<file path="src/rtl/mem_byte_sequencer_pkg.sv">
// Shared types for the byte-serial data memory sequencer:
// access size encodings, FSM states and the size-to-byte-count helper.
package mem_seq_pkg;

    localparam logic [1:0] SIZE_BYTE    = 2'b00;
    localparam logic [1:0] SIZE_HALF    = 2'b01;
    localparam logic [1:0] SIZE_WORD    = 2'b10;
    localparam logic [1:0] SIZE_ILLEGAL = 2'b11;

    typedef enum logic [1:0] {
        IDLE,
        ISSUE,
        DRAIN,
        RESP
    } state_t;

    // Illegal sizes map to 1 so range arithmetic stays well-defined.
    function automatic logic [2:0] size_bytes(input logic [1:0] size);
        logic [2:0] n;
        case (size)
            SIZE_HALF: n = 3'd2;
            SIZE_WORD: n = 3'd4;
            default:   n = 3'd1;
        endcase
        return n;
    endfunction

endpackage

</file>
<file path="src/rtl/mem_byte_sequencer_if.sv">
// LSU request/response handshake plus the byte-wide memory port,
// seen from the requester/memory side (master) and the sequencer (slave).
interface mem_byte_sequencer_if #(
    parameter int ADDR_WIDTH = 32
);
    logic                  req_valid;
    logic                  req_ready;
    logic                  req_we;
    logic [1:0]            req_size;
    logic                  req_unsigned;
    logic [ADDR_WIDTH-1:0] req_addr;
    logic [31:0]           req_wdata;
    logic                  rsp_valid;
    logic [31:0]           rsp_rdata;
    logic                  rsp_err;
    logic [ADDR_WIDTH-1:0] mem_addr;
    logic [7:0]            mem_wdata;
    logic                  mem_we;
    logic [7:0]            mem_rdata;

    modport master (
        output req_valid, req_we, req_size,
        output req_unsigned, req_addr, req_wdata,
        output mem_rdata,
        input  req_ready, rsp_valid, rsp_rdata,
        input  rsp_err, mem_addr, mem_wdata, mem_we
    );

    modport slave (
        input  req_valid, req_we, req_size,
        input  req_unsigned, req_addr, req_wdata,
        input  mem_rdata,
        output req_ready, rsp_valid, rsp_rdata,
        output rsp_err, mem_addr, mem_wdata, mem_we
    );
endinterface

</file>
<file path="src/rtl/mem_load_extend.sv">
// Sign/zero extension of the assembled little-endian load lanes.
module mem_load_extend
    import mem_seq_pkg::*;
(
    input  logic [31:0] lanes,
    input  logic [1:0]  size,
    input  logic        uns,
    output logic [31:0] rdata
);
    logic sb, sh;

    assign sb = ~uns & lanes[7];
    assign sh = ~uns & lanes[15];

    always_comb begin
        rdata = lanes;
        unique case (1'b1)
            size == SIZE_BYTE: rdata = {{24{sb}}, lanes[7:0]};
            size == SIZE_HALF: rdata = {{16{sh}}, lanes[15:0]};
            default:           rdata = lanes;
        endcase
    end
endmodule

</file>
<file path="src/rtl/mem_byte_sequencer.sv">
// Splits LSU byte/half/word accesses into consecutive byte accesses
// on a 1-cycle-latency byte memory; assembles and extends load data.
module mem_byte_sequencer
    import mem_seq_pkg::*;
#(
    parameter int ADDR_WIDTH = 32,
    parameter int MEM_BYTES  = 11
) (
    input logic                 clk,
    input logic                 rst,
    mem_byte_sequencer_if.slave bus
);
    localparam int AW1 = ADDR_WIDTH + 1;

    state_t                state;
    logic [1:0]            idx;
    logic [1:0]            idx_nxt;
    logic [1:0]            n_last;
    logic                  we_q;
    logic                  uns_q;
    logic [1:0]            size_q;
    logic [ADDR_WIDTH-1:0] base_q;
    logic [31:0]           wdata_q;
    logic [31:0]           lanes;
    logic [31:0]           lanes_fin;
    logic [31:0]           ext_rdata;

    logic [ADDR_WIDTH-1:0] mem_addr_q;
    logic [7:0]            mem_wdata_q;
    logic                  mem_we_q;
    logic                  rsp_valid_q;
    logic                  rsp_err_q;
    logic [31:0]           rsp_rdata_q;

    logic [2:0]            n_req;
    logic [AW1-1:0]        last_addr;
    logic                  req_err;

    assign n_req     = size_bytes(bus.req_size);
    assign last_addr = {1'b0, bus.req_addr}
                     + AW1'(n_req) - AW1'(1);

    assign req_err =
          (bus.req_size == SIZE_ILLEGAL)
        | ((bus.req_size == SIZE_HALF) & bus.req_addr[0])
        | ((bus.req_size == SIZE_WORD) & (|bus.req_addr[1:0]))
        | (last_addr >= AW1'(MEM_BYTES));

    assign idx_nxt = idx + 2'd1;

    // The last byte arrives during DRAIN; fold it in before extending.
    always_comb begin
        lanes_fin = lanes;
        lanes_fin[{n_last, 3'b000} +: 8] = bus.mem_rdata;
    end

    mem_load_extend u_ext (
        .lanes (lanes_fin),
        .size  (size_q),
        .uns   (uns_q),
        .rdata (ext_rdata)
    );

    always_ff @(posedge clk) begin
        if (rst) begin
            state       <= IDLE;
            idx         <= 2'd0;
            mem_addr_q  <= '0;
            mem_wdata_q <= 8'd0;
            mem_we_q    <= 1'b0;
            rsp_valid_q <= 1'b0;
            rsp_err_q   <= 1'b0;
            rsp_rdata_q <= 32'd0;
        end else begin
            unique case (state)
                IDLE: begin
                    if (bus.req_valid) begin
                        we_q    <= bus.req_we;
                        uns_q   <= bus.req_unsigned;
                        size_q  <= bus.req_size;
                        base_q  <= bus.req_addr;
                        wdata_q <= bus.req_wdata;
                        n_last  <= 2'(n_req - 3'd1);
                        lanes   <= 32'd0;
                        idx     <= 2'd0;
                        if (req_err) begin
                            state       <= RESP;
                            rsp_valid_q <= 1'b1;
                            rsp_err_q   <= 1'b1;
                        end else begin
                            state       <= ISSUE;
                            mem_addr_q  <= bus.req_addr;
                            mem_we_q    <= bus.req_we;
                            mem_wdata_q <= bus.req_we ?
                                bus.req_wdata[7:0] : 8'd0;
                        end
                    end
                end
                ISSUE: begin
                    if (!we_q && idx != 2'd0)
                        lanes[{idx - 2'd1, 3'b000} +: 8] <= bus.mem_rdata;
                    if (idx == n_last) begin
                        mem_addr_q  <= '0;
                        mem_we_q    <= 1'b0;
                        mem_wdata_q <= 8'd0;
                        if (we_q) begin
                            state       <= RESP;
                            rsp_valid_q <= 1'b1;
                        end else begin
                            state <= DRAIN;
                        end
                    end else begin
                        idx         <= idx_nxt;
                        mem_addr_q  <= base_q + ADDR_WIDTH'(idx_nxt);
                        mem_wdata_q <= we_q ?
                            wdata_q[{idx_nxt, 3'b000} +: 8] : 8'd0;
                    end
                end
                DRAIN: begin
                    lanes       <= lanes_fin;
                    rsp_rdata_q <= ext_rdata;
                    rsp_valid_q <= 1'b1;
                    state       <= RESP;
                end
                RESP: begin
                    rsp_valid_q <= 1'b0;
                    rsp_err_q   <= 1'b0;
                    rsp_rdata_q <= 32'd0;
                    state       <= IDLE;
                end
                default: state <= IDLE;
            endcase
        end
    end

    assign bus.req_ready = (state == IDLE) & ~rst;
    assign bus.rsp_valid = rsp_valid_q & ~rst;
    assign bus.rsp_err   = rsp_err_q & ~rst;
    assign bus.rsp_rdata = rst ? 32'd0 : rsp_rdata_q;
    assign bus.mem_addr  = mem_addr_q;
    assign bus.mem_wdata = mem_wdata_q;
    assign bus.mem_we    = mem_we_q;
endmodule

</file>
<file path="src/flat_wrapper.sv">
// flat-port wrapper written by rule: the top's interface ports become plain ports
module mem_byte_sequencer_flat import mem_seq_pkg::*;
#(
    parameter int ADDR_WIDTH = 32,
    parameter int MEM_BYTES  = 11
)
  (clk, rst, bus_req_valid, bus_req_we, bus_req_size, bus_req_unsigned, bus_req_addr, bus_req_wdata, bus_mem_rdata, bus_req_ready, bus_rsp_valid, bus_rsp_rdata, bus_rsp_err, bus_mem_addr, bus_mem_wdata, bus_mem_we);
  mem_byte_sequencer_if #(.ADDR_WIDTH(ADDR_WIDTH)) bus_i ();
  input logic clk;
  input logic rst;
  input wire logic [$bits(bus_i.req_valid)-1:0] bus_req_valid;
  input wire logic [$bits(bus_i.req_we)-1:0] bus_req_we;
  input wire logic [$bits(bus_i.req_size)-1:0] bus_req_size;
  input wire logic [$bits(bus_i.req_unsigned)-1:0] bus_req_unsigned;
  input wire logic [$bits(bus_i.req_addr)-1:0] bus_req_addr;
  input wire logic [$bits(bus_i.req_wdata)-1:0] bus_req_wdata;
  input wire logic [$bits(bus_i.mem_rdata)-1:0] bus_mem_rdata;
  output wire logic [$bits(bus_i.req_ready)-1:0] bus_req_ready;
  output wire logic [$bits(bus_i.rsp_valid)-1:0] bus_rsp_valid;
  output wire logic [$bits(bus_i.rsp_rdata)-1:0] bus_rsp_rdata;
  output wire logic [$bits(bus_i.rsp_err)-1:0] bus_rsp_err;
  output wire logic [$bits(bus_i.mem_addr)-1:0] bus_mem_addr;
  output wire logic [$bits(bus_i.mem_wdata)-1:0] bus_mem_wdata;
  output wire logic [$bits(bus_i.mem_we)-1:0] bus_mem_we;
  assign bus_i.req_valid = bus_req_valid;
  assign bus_i.req_we = bus_req_we;
  assign bus_i.req_size = bus_req_size;
  assign bus_i.req_unsigned = bus_req_unsigned;
  assign bus_i.req_addr = bus_req_addr;
  assign bus_i.req_wdata = bus_req_wdata;
  assign bus_i.mem_rdata = bus_mem_rdata;
  assign bus_req_ready = bus_i.req_ready;
  assign bus_rsp_valid = bus_i.rsp_valid;
  assign bus_rsp_rdata = bus_i.rsp_rdata;
  assign bus_rsp_err = bus_i.rsp_err;
  assign bus_mem_addr = bus_i.mem_addr;
  assign bus_mem_wdata = bus_i.mem_wdata;
  assign bus_mem_we = bus_i.mem_we;
  mem_byte_sequencer #(.ADDR_WIDTH(ADDR_WIDTH), .MEM_BYTES(MEM_BYTES)) u_core (.clk(clk), .rst(rst), .bus(bus_i));
endmodule
</file>
<file path="config.mk">
export PLATFORM = sky130hd
export DESIGN_NAME = mem_byte_sequencer_flat
export DESIGN_NICKNAME = d
export VERILOG_FILES = /design/src/rtl/mem_byte_sequencer_pkg.sv /design/src/rtl/mem_byte_sequencer_if.sv /design/src/rtl/mem_load_extend.sv /design/src/rtl/mem_byte_sequencer.sv /design/src/flat_wrapper.sv
export SDC_FILE = /design/constraint.sdc
export NUM_CORES = 1
export LEC_CHECK = 0
export CORE_AREA = 2 2 257 158
export DETAILED_ROUTE_END_ITERATION = 6
export DIE_AREA = 0 0 259 160
export SYNTH_ARGS = -nofsm -noshare
export SYNTH_HDL_FRONTEND = slang
export SYNTH_SLANG_ARGS = --single-unit
</file>
<file path="constraint.sdc">
create_clock -name clk -period 12.6 [get_ports clk]
set_clock_uncertainty 0.05 [all_clocks]
set_input_delay 3.15 -clock clk [delete_from_list [all_inputs] [get_ports clk]]
set_output_delay 3.15 -clock clk [all_outputs]
set_load 0.01 [all_outputs]
</file>
# --- Word level (Yosys, flattened, before mapping) ---
# Index checks and enable logic that the tools add are counted.
totals:
  register_bits: 181
  output_inout_bits: 76
classes:
  add_sub_neg: 8
  n_lt_le_gt_ge: 1
  eq_ne: 15
  shift: 5
  mux: 37
  n_bitwise: 12
  reduce_logical: 18
op_table:
  columns: ["cell", "count"]
  rows:
  - ["two-way mux 32 bit", 6]
  - ["case mux 32 bit (2 select lines)", 3]
  - ["case mux 32 bit (3 select lines)", 1]
  - ["bitwise mux 32 bit", 2]
  - ["variable shift 8 x 7 -> 32 bit, first input constant", 2]
  - ["indexed part select 8 x 7 -> 32 bit", 2]
  - ["two-way mux 8 bit", 5]
  - ["adder 32 x 3 -> 33 bit", 1]
  - ["greater-or-equal comparator 33 x 4 -> 1 bit, second input constant", 1]
  - ["subtractor 33 x 1 -> 33 bit, second input constant", 1]
  - ["adder 32 x 2 -> 32 bit", 1]
  - ["indexed part select 32 x 6 -> 8 bit", 1]
  - ["case mux 8 bit (2 select lines)", 1]
  - ["negation 5 -> 7 bit", 2]
  - ["AND reduction 3 bit", 4]
  - ["AND reduction 4 bit", 3]
  - ["two-way mux 2 bit", 5]
  - ["== test 2 bit, second input constant", 4]
  - ["two-way mux 1 bit", 8]
  - ["!= test 2 x 1 -> 1 bit, second input constant", 4]
  - ["case mux 2 bit (4 select lines)", 1]
  - ["nonzero test 2 bit", 4]
  - ["AND 1 bit", 7]
  - ["== test 2 x 1 -> 1 bit, second input constant", 3]
  - ["16 further kinds", 24]

# --- Depth between registers and ports, before layout ---
logic_depth:
  depth_word: 9
  depth_mapped: 20
  ltp_nobuf: 17

# --- Cells and area by module ---
# A second synthesis with hierarchy kept.
unflattened:
  hier_cells: 1315
  area_unflattened_um2: 11861.4
modules_own_cells:
  columns: ["mod", "instances", "cells_per_inst", "area_per_inst_um2", "seq_area_each_um2"]
  rows:
  - ["mem_byte_sequencer", 1, 1248, 11506.0, 4644.5]
  - ["mem_load_extend", 1, 67, 355.3, 0.0]

# --- Worst setup path after synthesis ---
# Ideal clock, no wire load.
synth_timing:
  kind: "input to output"
  from: "input rst"
  to: "output bus_rsp_rdata[12]"
  arrival_time_ns: 4.073
  required_ns: 9.400
  setup_slack_ns: 5.327
  cell_stages: 4
  path_cell_list: "clkbuf_1 > clkbuf_1 > clkbuf_1 > nor2b_1"
synth_via:
  elab_chain_len: 1
synth_lines:
  columns: ["item", "line_no", "rtl"]
  rows:
  - ["start: declaration", "flat_wrapper.sv:10", "input logic rst;"]
  - ["two-way mux 32 bit", "mem_byte_sequencer.sv:139", "assign bus.rsp_rdata = rst ? 32'd0 : rsp_rdata_q;"]
  - ["end: declaration", "flat_wrapper.sv:20", "output wire logic [$bits(bus_i.rsp_rdata)-1:0] bus_rsp_rdata;"]
# Every way passes these cells.

# --- Worst setup path after layout ---
layout_timing:
  from: "input rst"
  to: "output bus_rsp_valid"
layout_via:
  elab_chain_len: 2
layout_lines:
  columns: ["item", "line_no", "rtl"]
  rows:
  - ["NOT 1 bit", "mem_byte_sequencer.sv:137", "assign bus.rsp_valid = rsp_valid_q & ~rst;"]
  - ["AND 1 bit", "mem_byte_sequencer.sv:137", null]
  - ["end: declaration", "flat_wrapper.sv:19", "output wire logic [$bits(bus_i.rsp_valid)-1:0] bus_rsp_valid;"]
# Every way passes these cells.

==> flow_summary.toml <==
[detailed_routing]
drt-total-wl_um = 38120
drc = 0
via_count = 10580
first_pass_iters = 5
vias_per_cell = 5.366
ant_nets = 0
wire_per_inst_um = 19.33
initialDrtViolationCount = 1088

[sta]
hold_viol = 0
slew_viol_final = 0
rsz0062_at_grt = "no"
layout_setup_ws_ns = 4.528
fin_crit_sh = 0.6406
slew_headroom = 0.1665
min_period_ns = 8.072
fin_tns_setup_ns = 0
setup_viol = 0
worstMarginPinSlew_ns = 1.246
timing.hold.ws_ns = 0.4030
fmax_mhz = 123.9

[logic_synthesis]
synth_largest_area_cell = "edfxtp_1"
netlist_instances = 1329
synth_ff_type = "edfxtp_1"
synth.most_common_cell = "o21ai_0"
ys_seq_area_frac = 0.4000
synth_edf_count = 102
synth_common_cells = "o21ai_0, nand2_1, edfxtp_1, inv_1, dfxtp_1"
synth_area_per_cell_um2 = 8.737
syn_area_um2 = 11610
yosys-top-cells-area = "edfxtp_1, dfxtp_1, o21ai_0"
yosys_warnings = 0
synth_top_area_share = 0.2638
ys_types = 75
synth-async-reset-ratio = 0
syn-num-nets = 1465
ys_seq_elements = 181

[power_and_ir_drop]
p_leak_nw = 4.924
ir_drop_mv = 0.1074
powerDensity_nw_per_um2 = 171.4

[worst_setup_path]
reg2reg_depth = 12
cp_max_fo = 81
crit_required_ns = 9.40
end_kind = "output port"
path_class = "input port to output port"
cp-start-kind = "input port"
rr_endpoint = "u_core.bus.mem_addr[31]"
r2r-start = "u_core.state[1]"
r2r_slack_ns = 7.95
arrival_ns = 4.87

[global_routing]
grt_max_degree = 82
track_usage = 0.1835
overflow = 0
grt_first_pass_wirelength_um = 58840
antenna_found_initial = 6
grt_pass1_vias = 10030

[die]
start_util = 0.2944
fp-row-count = 57
ios = 155
fp.dieH_um = 160
dieArea_um2 = 41440
coreArea_um2 = 39440
die_w_um = 259

[min_path]
worstHoldStart = "u_core.rsp_rdata_q[2]"
min_to = "u_core.rsp_rdata_q[2]"
hold_depth = 2
hold_path.class = "register to register"

[clock_network]
cts_tree = "built"
cts_setup_buffers = 0
htreeDepth = 4
root_buffer = "clkbuf_16"
cts_hold_buf = 0
clk_path_buf_depth = 2
ctsResizeCount = 0
clock-sinks = 181
path_clk_slew_ns = 0.07
clk_latency_ns = 0.46
cts_buffers = 17

[place]
dp_hpwl_um = 27590
gp_congestion = 0.8983
place_ws_ns = 4.152
port_buffers = 154

[cells_and_area]
final_util = 0.3593
drive_gt1_frac = 0.05776
nets = 1560
area_growth_pct = 22.05

[run_status]
outcome = "complete, no violations"

[job]
cap_violations = 0
-- logic make-up (layout without fill, tap and decap cells) --
family	after synthesis	after routing	share of synthesized area
AO/OA/AOI/OAI	402	402	0.2261
XOR/XNOR	46	46	0.03470
adder cells (fa/ha/maj)	57	57	0.06272
buffers and inverters	188	296	0.06444
flip-flops	181	181	0.4000
multiplexers	14	14	0.02080
other	0	4	0
AND/OR/NAND/NOR	441	441	0.1913
-- where the power goes --
group          internal (W)  switching [W]
logic              0.000411       0.000613
registers          0.000780      0.0000683
clock network      0.000301       0.000256
-- flip-flops by register name, summed over array words and instances, names as in the netlist, 2 cells and up --
signal and flops:
u_core.base_q 32, u_core.bus.mem_addr 32, u_core.lanes 32, u_core.rsp_rdata_q 32, u_core.wdata_q 32, u_core.bus.mem_wdata 8, u_core.idx 2, u_core.n_last 2
u_core.size_q 2, u_core.state 2
-- cell usage in the layout (no fill, tap or decap), types with 11 or more instances in the layout --
cell	Yosys	final
clkdlybuf4s50_1	0	153
a21oi_1	61	61
buf_4	4	14
o2bb2ai_1	18	18
nor2b_1	64	64
a22oi_1	35	35
nand3_1	27	27
dfxtp_1	79	79
nor2_1	60	59
o21ai_0	142	142
o22ai_1	34	34
clkbuf_16	0	17
nand2_1	131	131
xor2_1	25	25
xnor2_1	21	21
o21ai_1	12	12
inv_1	95	95
and2_1	11	11
edfxtp_1	102	102
ha_1	55	54
nor3_1	71	70
nand4_1	22	22
-- worst max-delay path by stage --
stage / startpoint / endpoint / slack [ns] / cells past startpoint
floorplan: rst / bus_rsp_rdata[12] / 5.33 / 4
global placement: bus_req_size[0] / u_core.bus.mem_addr[29] / 4.33 / 19
detailed placement: bus_req_size[0] / u_core.bus.mem_addr[27] / 4.15 / 19
CTS: rst / bus_rsp_valid / 4.55 / 4
global route: bus_req_size[0] / u_core.bus.mem_addr[29] / 4.26 / 19
finish: rst / bus_rsp_valid / 4.53 / 4
-- critical path: stages --
cell	delay, ns
buf_2	0.07
buf_4	0.75
nor2b_1	0.26
clkdlybuf4s50_1	0.56
-- layer usage --
| layer | global-route usage | up-vias | wire [um] |
|---|---|---|---|
| met2 | 0.2476 | 396 | 15060 |
| met3 | 0.04540 | 56 | 3030 |
| met5 | 0 | - | 27 |
| li1 | - | 5028 | - |
| met4 | 0.06542 | 4 | 969 |
| met1 | 0.2776 | 5098 | 19040 |
-- final cells by class --
type	instances	area [um^2]
Clock buffer	19	442.9
Clock inverter	13	148.9
Tap cell	531	664.4
Timing Repair Buffer	168	1642
Inverter	96	360.3
Multi-Input combinational cell	960	6259
Fill cell	4010	25270
Sequential cell	181	4644
Antenna cell	4	10.01
-- metrics by stage --
stage / power [W] / cells / cell area (um^2)
final: 0.002429 / 1972 / 14170
after detailed placement: 0.001878 / 1936 / 13570
after floorplan: 0.001500 / 1329 / 11610
after global routing: 0.002571 / 1971 / 14170
after CTS: 0.002442 / 1968 / 14160
after global placement: 0.001864 / 1936 / 13570
Power figures use the tool's default switching activity.
